<file path="src/rtl/core_pkg.sv">
`default_nettype none
// ============================================================================
// Module      : core_pkg
// Description : Shared rv32 decode types: opcodes, control enums, ctrl bundle.
// Revision    : 1.0 - initial release
// ============================================================================
package core_pkg;

    localparam logic [6:0] c_OPC_LOAD   = 7'b0000011;
    localparam logic [6:0] c_OPC_STORE  = 7'b0100011;
    localparam logic [6:0] c_OPC_OP     = 7'b0110011;
    localparam logic [6:0] c_OPC_OP_IMM = 7'b0010011;
    localparam logic [6:0] c_OPC_BRANCH = 7'b1100011;
    localparam logic [6:0] c_OPC_JAL    = 7'b1101111;
    localparam logic [6:0] c_OPC_JALR   = 7'b1100111;

    // addi x0, x0, 0
    localparam logic [31:0] c_NOP = 32'h00000013;

    typedef enum logic [1:0] {
        IMM_I = 2'b00,
        IMM_S = 2'b01,
        IMM_B = 2'b10,
        IMM_J = 2'b11
    } imm_src_t;

    typedef enum logic [1:0] {
        RES_ALU = 2'b00,
        RES_MEM = 2'b01,
        RES_PC4 = 2'b10
    } result_src_t;

    typedef enum logic [1:0] {
        ALU_ADD   = 2'b00,
        ALU_SUB   = 2'b01,
        ALU_FUNCT = 2'b10
    } alu_op_t;

    typedef struct packed {
        imm_src_t    imm_src;
        logic        reg_write;
        logic        mem_write;
        logic        alu_src;
        logic        branch;
        logic        jump;
        result_src_t result_src;
        alu_op_t     alu_op;
        logic        uses_rs2;
    } ctrl_bundle_t;

    localparam ctrl_bundle_t c_CTRL_ZERO = '0;

    function automatic logic opcode_supported(input logic [6:0] opc);
        case (opc)
            c_OPC_LOAD, c_OPC_STORE, c_OPC_OP, c_OPC_OP_IMM,
            c_OPC_BRANCH, c_OPC_JAL, c_OPC_JALR: return 1'b1;
            default:                             return 1'b0;
        endcase
    endfunction

endpackage
`default_nettype wire

</file>
<file path="src/rtl/decode_lut.sv">
`default_nettype none
// ============================================================================
// Module      : decode_lut
// Description : Pure combinational opcode to control-bundle mapping.
// Revision    : 1.0 - initial release
// ============================================================================
module decode_lut
    import core_pkg::*;
(
    input  logic [6:0]   opcode,
    output ctrl_bundle_t ctrl
);

    always_comb begin
        ctrl = c_CTRL_ZERO;
        case (opcode)
            c_OPC_LOAD: begin
                ctrl.imm_src    = IMM_I;
                ctrl.reg_write  = 1'b1;
                ctrl.alu_src    = 1'b1;
                ctrl.result_src = RES_MEM;
            end
            c_OPC_STORE: begin
                ctrl.imm_src    = IMM_S;
                ctrl.mem_write  = 1'b1;
                ctrl.alu_src    = 1'b1;
                ctrl.uses_rs2   = 1'b1;
            end
            c_OPC_OP: begin
                ctrl.reg_write  = 1'b1;
                ctrl.alu_op     = ALU_FUNCT;
                ctrl.uses_rs2   = 1'b1;
            end
            c_OPC_OP_IMM: begin
                ctrl.imm_src    = IMM_I;
                ctrl.reg_write  = 1'b1;
                ctrl.alu_src    = 1'b1;
                ctrl.alu_op     = ALU_FUNCT;
            end
            c_OPC_BRANCH: begin
                ctrl.imm_src    = IMM_B;
                ctrl.branch     = 1'b1;
                ctrl.alu_op     = ALU_SUB;
                ctrl.uses_rs2   = 1'b1;
            end
            c_OPC_JAL: begin
                ctrl.imm_src    = IMM_J;
                ctrl.jump       = 1'b1;
                ctrl.reg_write  = 1'b1;
                ctrl.result_src = RES_PC4;
            end
            c_OPC_JALR: begin
                ctrl.imm_src    = IMM_I;
                ctrl.jump       = 1'b1;
                ctrl.reg_write  = 1'b1;
                ctrl.alu_src    = 1'b1;
                ctrl.result_src = RES_PC4;
            end
            default: ctrl = c_CTRL_ZERO;
        endcase
    end

endmodule
`default_nettype wire

</file>
<file path="src/rtl/decode_ctrl.sv">
`default_nettype none
// ============================================================================
// Module      : decode_ctrl
// Description : rv32 ID stage: pipeline register, decode, handshake, load-use
//               bubble and flush. Optional illegal-opcode trap is enabled by
//               defining DECODE_ILLEGAL_TRAP_EN.
// Revision    : 1.0 - initial release
// ============================================================================
module decode_ctrl
    import core_pkg::*;
#(
    parameter int XLEN = 32,
    parameter int PC_W = 32
) (
    input  logic            clock,
    input  logic            reset,
    input  logic            in_valid,
    output logic            in_ready,
    input  logic [XLEN-1:0] in_instr,
    input  logic [PC_W-1:0] in_pc,
    input  logic            flush,
    output logic            out_valid,
    input  logic            out_ready,
    output logic [PC_W-1:0] out_pc,
    output logic [24:0]     base_imm,
    output logic [1:0]      imm_src,
    output logic [4:0]      rs1,
    output logic [4:0]      rs2,
    output logic [4:0]      rd,
    output logic            reg_write,
    output logic            mem_write,
    output logic            alu_src,
    output logic            branch,
    output logic            jump,
    output logic [1:0]      result_src,
    output logic [1:0]      alu_op,
    output logic            illegal
);

    logic            r_id_valid;
    logic [XLEN-1:0] r_instr;
    logic [PC_W-1:0] r_pc;
    logic [4:0]      r_last_load_rd;

    logic [6:0]      w_opcode;
    logic [4:0]      w_rs1;
    logic [4:0]      w_rs2;
    logic [4:0]      w_rd;
    ctrl_bundle_t    w_ctrl;
    ctrl_bundle_t    w_ctrl_out;
    logic            w_hazard;
    logic            w_out_valid;
    logic            w_out_fire;
    logic            w_in_ready;
    logic            w_in_fire;

    assign w_opcode = r_instr[6:0];
    assign w_rd     = r_instr[11:7];
    // JAL has no source registers; its rs fields are immediate bits
    assign w_rs1    = (w_opcode == c_OPC_JAL) ? 5'd0 : r_instr[19:15];
    assign w_rs2    = (w_opcode == c_OPC_JAL) ? 5'd0 : r_instr[24:20];

    decode_lut u_decode_lut (
        .opcode (w_opcode),
        .ctrl   (w_ctrl)
    );

    assign w_hazard = r_id_valid && (r_last_load_rd != 5'd0) &&
                      ((w_rs1 == r_last_load_rd) ||
                       (w_ctrl.uses_rs2 && (w_rs2 == r_last_load_rd)));

    assign w_out_valid = r_id_valid & ~w_hazard & ~flush;
    assign w_out_fire  = w_out_valid & out_ready;
    assign w_in_ready  = ~flush & (~r_id_valid | w_out_fire);
    assign w_in_fire   = in_valid & w_in_ready;

    always_ff @(posedge clock or posedge reset) begin
        if (reset) begin
            r_id_valid     <= 1'b0;
            r_instr        <= XLEN'(c_NOP);
            r_pc           <= '0;
            r_last_load_rd <= 5'd0;
        end else if (flush) begin
            r_id_valid     <= 1'b0;
            r_last_load_rd <= 5'd0;
        end else begin
            if (w_in_fire) begin
                r_id_valid <= 1'b1;
                r_instr    <= in_instr;
                r_pc       <= in_pc;
            end else if (w_out_fire) begin
                r_id_valid <= 1'b0;
            end

            // The bubble cycle consumes the pending load destination
            if (w_out_fire) begin
                r_last_load_rd <= ((w_opcode == c_OPC_LOAD) && (w_rd != 5'd0)) ? w_rd : 5'd0;
            end else if (w_hazard) begin
                r_last_load_rd <= 5'd0;
            end
        end
    end

    always_comb begin
        w_ctrl_out = c_CTRL_ZERO;
        if (r_id_valid) begin
            w_ctrl_out = w_ctrl;
        end
    end

    assign in_ready   = w_in_ready;
    assign out_valid  = w_out_valid;
    assign out_pc     = r_id_valid ? r_pc : '0;
    assign base_imm   = r_id_valid ? r_instr[31:7] : 25'd0;
    assign rs1        = r_id_valid ? w_rs1 : 5'd0;
    assign rs2        = r_id_valid ? w_rs2 : 5'd0;
    assign rd         = r_id_valid ? w_rd : 5'd0;
    assign imm_src    = w_ctrl_out.imm_src;
    assign reg_write  = w_ctrl_out.reg_write;
    assign mem_write  = w_ctrl_out.mem_write;
    assign alu_src    = w_ctrl_out.alu_src;
    assign branch     = w_ctrl_out.branch;
    assign jump       = w_ctrl_out.jump;
    assign result_src = w_ctrl_out.result_src;
    assign alu_op     = w_ctrl_out.alu_op;

`ifdef DECODE_ILLEGAL_TRAP_EN
    logic        w_illegal;
    logic [15:0] r_illegal_count;

    // Unsupported opcodes already decode to an all-zero bundle, so no write enable leaks
    assign w_illegal = r_id_valid &
                       (~opcode_supported(w_opcode) | (r_instr[1:0] != 2'b11));

    always_ff @(posedge clock or posedge reset) begin
        if (reset) begin
            r_illegal_count <= 16'd0;
        end else if (w_out_fire && w_illegal && (r_illegal_count != 16'hFFFF)) begin
            r_illegal_count <= r_illegal_count + 16'd1;
        end
    end

    assign illegal = w_illegal;
`else
    assign illegal = 1'b0;
`endif

endmodule
`default_nettype wire

</file>
<file path="config.mk">
export PLATFORM = sky130hd
export DESIGN_NAME = decode_ctrl
export DESIGN_NICKNAME = d
export VERILOG_FILES = /design/src/rtl/core_pkg.sv /design/src/rtl/decode_lut.sv /design/src/rtl/decode_ctrl.sv
export SDC_FILE = /design/constraint.sdc
export NUM_CORES = 1
export LEC_CHECK = 0
export ABC_AREA = 1
export ABC_CLOCK_PERIOD_IN_PS = 3000
export BUFFER_PORTS_ARGS = -buffer_cell sky130_fd_sc_hd__buf_2
export CORE_MARGIN = 2
export CORE_UTILIZATION = 25
export CTS_BUF_LIST = sky130_fd_sc_hd__clkbuf_16
export DETAILED_ROUTE_END_ITERATION = 12
export SLEW_MARGIN = 0
export SYNTH_ARGS = -nofsm -noshare
export SYNTH_HDL_FRONTEND = slang
export SYNTH_HIERARCHICAL = 1
export SYNTH_SLANG_ARGS = --single-unit
</file>
<file path="constraint.sdc">
create_clock -name clock -period 3 [get_ports clock]
set_input_delay 0.6 -clock clock [delete_from_list [all_inputs] [get_ports clock]]
set_output_delay 0.6 -clock clock [all_outputs]
set_load 0.01 [all_outputs]
</file>
# Yosys cells after proc, flatten, opt, wreduce, memory -nomap -nowiden
# Cells that the tools add are included.
# word_totals
reg_bits,70
out_inout_bits,86
wordCells,61
# op_classes
eq_ne,9
muxes,24
bitwise_logic,9
reduce_logical,15
# ops
cell,n
5-bit two-way mux,9
32-bit two-way mux,1
25-bit two-way mux,1
"7-bit equality test, second input constant",3
"7-bit by 6-bit equality test with 1-bit output, second input constant",2
12-bit two-way mux,1
5-bit equality test,2
5-bit nonzero test,2
1-bit two-way mux,9
2-bit case mux with 2 select lines,2
"7-bit by 2-bit equality test with 1-bit output, second input constant",1
"7-bit by 5-bit equality test with 1-bit output, second input constant",1
2-bit case mux with 3 select lines,1
3-bit nonzero test,2
1-bit AND,5
5-bit OR reduction,1
1-bit logical AND,4
2-bit OR reduction,2
4-bit OR reduction,1
1-bit NOT,3
3-bit OR reduction,1
2-bit AND reduction,1
1-bit logical OR,1
1-bit OR,1

# Logic depth before layout (Yosys ltp)
# depth
ltp_word,15
depth_mapped,16
ltp_nobuf,15

# Hierarchy
# The synthesis kept the hierarchy.
# modules_own_cells
module,n_inst,cells_per_inst,area_each_um2,seq_area_each_um2
decode_ctrl,1,548,3910.0,1755.4
decode_lut,1,38,187.7,0.0

# Least setup slack after synthesis
# OpenSTA, ideal clock, no wires.
# synth_timing
path_type,flip-flop to output port
startpoint,register r_instr[1]
endpoint,output in_ready
arrival_time_ps,1965
required_time_ps,2400
setup_slack_ps,435
path_stages_with_launch,14
path_buffers,1
cell_sequence,dfstp_2 -> nand2_1 -> nor2_2 -> nand2_2 -> buf_6 -> a21oi_2 -> nor2_1 -> nand3_1 -> nand2_1 -> nand2_1 -> nand2_2 -> nor2_1 -> nand2_1 -> a21oi_1
# synth_between
elab_chain_cells,12
elab_cells_between_ends,19
cone_classes,eq/ne: 6; mux: 3; bitwise: 6; reduce/logical: 4
# synth_lines
item,line_no,text
"start, declared",decode_ctrl.sv:41,logic [XLEN-1:0] r_instr;
"start signal, assigned",decode_ctrl.sv:80,r_instr <= XLEN'(c_NOP);
"start signal, assigned",decode_ctrl.sv:89,r_instr <= in_instr;
"7-bit equality test, or another cell as far along","decode_ctrl.sv:60, decode_ctrl.sv:61",
5-bit two-way mux / 3-bit OR reduction (equally long branches),-,
5-bit equality test / 1-bit two-way mux (equally long branches),"decode_ctrl.sv:70, decode_lut.sv:16",
1-bit logical AND,decode_ctrl.sv:70,(w_ctrl.uses_rs2 && (w_rs2 == r_last_load_rd)));
1-bit logical OR (*),decode_ctrl.sv:69,((w_rs1 == r_last_load_rd) ||
1-bit logical AND (*),decode_ctrl.sv:68,assign w_hazard = r_id_valid && (r_last_load_rd != 5'd0) &&
1-bit NOT (*),decode_ctrl.sv:72,assign w_out_valid = r_id_valid & ~w_hazard & ~flush;
1-bit AND (*) (2 in series),decode_ctrl.sv:72,
via out_valid,decode_ctrl.sv:22,"output logic out_valid,"
1-bit AND (*),decode_ctrl.sv:73,assign w_out_fire = w_out_valid & out_ready;
1-bit OR (*),decode_ctrl.sv:74,assign w_in_ready = ~flush & (~r_id_valid | w_out_fire);
1-bit AND (*),decode_ctrl.sv:74,
"end, declared",decode_ctrl.sv:18,"output logic in_ready,"
# The timed path passes the listed nets; every way through them passes the cells marked *.

# Worst setup path after layout
# layout_timing
startpoint,register r_instr[0]
endpoint,output in_ready
# layout_between
elab_chain_cells,12
elab_cells_between_ends,19
cone_classes,eq/ne: 6; mux: 3; bitwise: 6; reduce/logical: 4
# layout_lines
item,line_no
"7-bit equality test, or another cell as far along","decode_ctrl.sv:60, decode_ctrl.sv:61"
5-bit two-way mux / 3-bit OR reduction (equally long branches),-
5-bit equality test / 1-bit two-way mux (equally long branches),"decode_ctrl.sv:70, decode_lut.sv:16"
1-bit logical AND,decode_ctrl.sv:70
1-bit logical OR (*),decode_ctrl.sv:69
1-bit logical AND (*),decode_ctrl.sv:68
1-bit NOT (*),decode_ctrl.sv:72
1-bit AND (*) (2 in series),decode_ctrl.sv:72
1-bit AND (*),decode_ctrl.sv:73
1-bit OR (*),decode_ctrl.sv:74
1-bit AND (*),decode_ctrl.sv:74
# Mark *: on every way between the ends. The rest lies on a longest branch, timed or not.

==> summary.txt <==
Yosys
  • Post-synth EDFFs: 0
  • Adder-cell share of the synthesized area: 0%
  • Post-synthesis cell count: 586
  • Post-synthesis sequential area ratio: 42.84%
  • Asr flop ratio synth: 100.0%
  • Synth area leader: dfrtp_1
  • Synth top area share: 40.92%
  • Largest family of logic cells by synthesized area: simple AND/OR/NAND/NOR gates
  • Synth Area per Inst: 6.993 um^2
  • Simple-gate share of the synthesized area: 39.02%
  • Yosys reg bits: 70
  • Mux cell area share after synthesis: 0%
  • Post-Synthesis Cell Area: 4098 um^2
  • Synth warn: 6
  • Top FF cell, synth: dfrtp_1
  • Synth cell types: 26
  • Compound-Gate Fraction of Synth Area: 2.718%
  • Net count after synthesis: 655
  • Xor and xnor area share after synthesis: 0%
  • Synth top area cells: dfrtp_1 (41%), nand2_1 (23%), nand4_1 (9.9%)

Setup path
  • CP max stage cell: dfstp_2
  • Critical path required time: 2.40 ns
  • Crit-path leading delay family: simple AND/OR/NAND/NOR gates
  • CP bufs+invs: 2
  • Crit Path Max Fanout: 5
  • Crit path DAT: 2.33 ns
  • CP cell instances: nand2_4, nor2_4, nand2_4, nand2_1, nand2_1, o21ai_0, inv_1, nand3_1, nand2_1, nand2_1, nand2_2, nor2_4, nand2_2, a21oi_2, buf_2
  • CP Capture Type: output pin
  • Crit path largest cell delay: 0.56 ns
  • Setup CP Type: flop to output pin
  • Startpoint type of the worst setup path: flop
  • Top cell by count, worst path: nand2_1

Layout
  • Ant diodes: 0
  • Core Util, Final: 33.10%
  • Share of cells above drive strength 1: 28.67%
  • Synthesis-to-finish area growth: 28.76%
  • Fin cells: 938
  • Final #Nets: 788

Clock network
  • Clk Tree Root Cell: clkbuf_16
  • CTS tree: done
  • Buffer levels on the longest clock path: 2
  • Clock-pin slew on the worst setup and hold paths: 0.06 ns
  • Worst-skew pair later-pin latency: 0.34 ns
  • TritonCTS Buffers: 9
  • Clock Sinks: 70
  • CTS Hold Bufs: 0
  • H-tree level count: 3

STA
  • WHS: 0.3430 ns
  • Max_slew headroom: 48.32%
  • Crit share post-route: 97.80%
  • Fin. max-slew vios: 0
  • Clk_skew: 0.004545 ns
  • Final Hold Viols: 0
  • Fmax: 0.3408 GHz
  • Worst-margin pin slew: 0.7752 ns
  • Endpoints failing setup: 0
  • Post-layout minimum cycle time: 2.934 ns
  • RSZ-0062 raised after global routing: yes

Min path
  • Hold WC Path Type: primary input to asynchronous set/reset pin

Detailed routing
  • DRC Markers: 0
  • Via count: 4171
  • Antenna-violating nets left: 0
  • Routed len/inst: 13.75 um
  • Drt first-iter violations: 168
  • Pre-Repair DR Iteration Count: 4
  • Final wirelength: 12.90 mm
  • Routed vias/inst: 4.447

Floorplan
  • Core area: 15940 um^2
  • Die outline height: 132.0 um
  • Starting Density: 25.70%
  • Chip width: 132.0 um
  • I/O pin cnt: 155
  • Die area: 17430 um^2
  • # rows: 46

Power and ir drop
  • PwrDens: 517.2 nW/um^2
  • VDD IR-drop max: 249.9 uV
  • Lkg Pwr: 3.422 nW

Global routing
  • First-pass GRT wire length: 20.81 mm
  • Largest net degree at the start of global routing: 71
  • Number of global-route vias before repair: 4033
  • GRT Util Overall: 15.04%
  • Antenna violations before repair: 1
  • Grt ovf: 0

Placement
  • Placed cells: 919
  • RD Place Congestion: 0.8147
  • IO buf count: 153
  • HPWL after detailed placement: 8.347 mm

Run status
  • Status: finished, final reports clean

Job
  • MaxCap Viol Count: 0
[final cells by class]
type | instances | area (um^2)
inverter | 88 | 331.6
fill | 1763 | 10670
timing repair buffer | 165 | 897.1
multi-input combinational | 385 | 1773
clock buffer | 9 | 225.2
sequential | 70 | 1758
clock inverter | 5 | 21.27
tap | 216 | 270.3
[state kept, by name, indices dropped and copies added (netlist names)]
signal          cells
r_id_valid          1
r_pc               32
r_last_load_rd      5
r_instr            32
[synth_stat cells (2+ instances only)]
| cell type | count |
|---|---|
| nor3_1 | 4 |
| nor2_2 | 3 |
| buf_6 | 13 |
| nor2_1 | 23 |
| nand3_1 | 13 |
| nand2_2 | 2 |
| nand4_1 | 65 |
| inv_1 | 82 |
| buf_1 | 2 |
| dfstp_2 | 3 |
| nor2_4 | 2 |
| buf_4 | 8 |
| o21ai_0 | 8 |
| clkbuf_1 | 21 |
| inv_2 | 6 |
| o21ai_1 | 2 |
| nand2_1 | 250 |
| a21oi_1 | 5 |
| dfrtp_1 | 67 |
[where the power goes]
part | total (W) | internal [W] | switching, W
combinational | 0.000583 | 0.000224 | 0.000360
clock | 0.000934 | 0.000538 | 0.000396
sequential | 0.00121 | 0.00109 | 0.000121
[path summary, 6_finish.rpt]
| path | from | to | slack, ns | cells after the start |
|---|---|---|---|---|
| max | r_instr[0] | in_ready | 0.07 | 15 |
| min | reset | r_pc[4] | 0.34 | 3 |
| max reg2reg | r_instr[0] | r_pc[23] | 0.32 | 17 |
| min reg2reg | r_pc[5] | r_pc[5] | 0.47 | 2 |
| max in group asynchronous | reset | r_instr[1] | 2.31 | 3 |
| min in group clock | flush | r_id_valid | 0.46 | 2 |
[layout by cell type (no fill, tap or decap), types with 7 or more instances in the layout]
cell type,n
inv_2,7
buf_4,8
inv_1,82
clkbuf_16,9
nand3_1,13
nor2_1,22
o21ai_0,8
nand2_1,248
dfrtp_1,65
buf_2,153
nand4_1,65
[cell families (layout without fill, tap and decap cells)]
kind of cell           Yosys count  after routing
AO/OA/AOI/OAI                   18             18
buffers and inverters          133            267
flip-flops                      70             70
other                            1              1
AND/OR/NAND/NOR                364            366
[worst register-to-register path, stage by stage (launching register included)]
cell      delay, ns
dfstp_2        0.56
nand2_4        0.06
nor2_4         0.24
nand2_4        0.13
nand2_1        0.10
nand2_1        0.04
o21ai_0        0.07
inv_1          0.06
nand3_1        0.09
nand2_1        0.06
nand2_1        0.07
nand2_2        0.08
buf_4          0.15
o21bai_4       0.26
nand3_4        0.09
buf_4          0.30
nand2_1        0.13
nand2_1        0.05
[per-stage QoR]
| step | setup TNS, ns | setup WS [ns] | power (W) | instance area (um^2) |
|---|---|---|---|---|
| global placement | 0 | 0.2469 | 0.001794 | 4943 |
| global route | -0.1247 | -0.1247 | 0.002903 | 5276 |
| floorplan | 0 | 0.4353 | 0.001588 | 4098 |
| detailed placement | 0 | 0.1926 | 0.001802 | 4943 |
| finish | 0 | 0.06608 | 0.002729 | 5276 |
| CTS | 0 | 0.04107 | 0.002769 | 5238 |
[repair_timing]
item / 4_1_cts / 5_1_grt
setup buffers: 2 / 1
pin swaps: 3 / 5
setup endpoints to repair: 1 / 1
endpoints found under the hold margin: 0 / 0
resized for setup: 5 / 8
cloned: 2 / 0
[routing by layer]
layer / track usage, % / vias to the layer above / wire [um]
met3: 3.268 / 14 / 655
met1: 18.88 / 1966 / 5857
met5: 0 / - / 12
met2: 24.77 / 110 / 6146
li1: - / 2079 / -
met4: 6.824 / 2 / 228
Note: power is estimated with default switching activity, not from simulation.
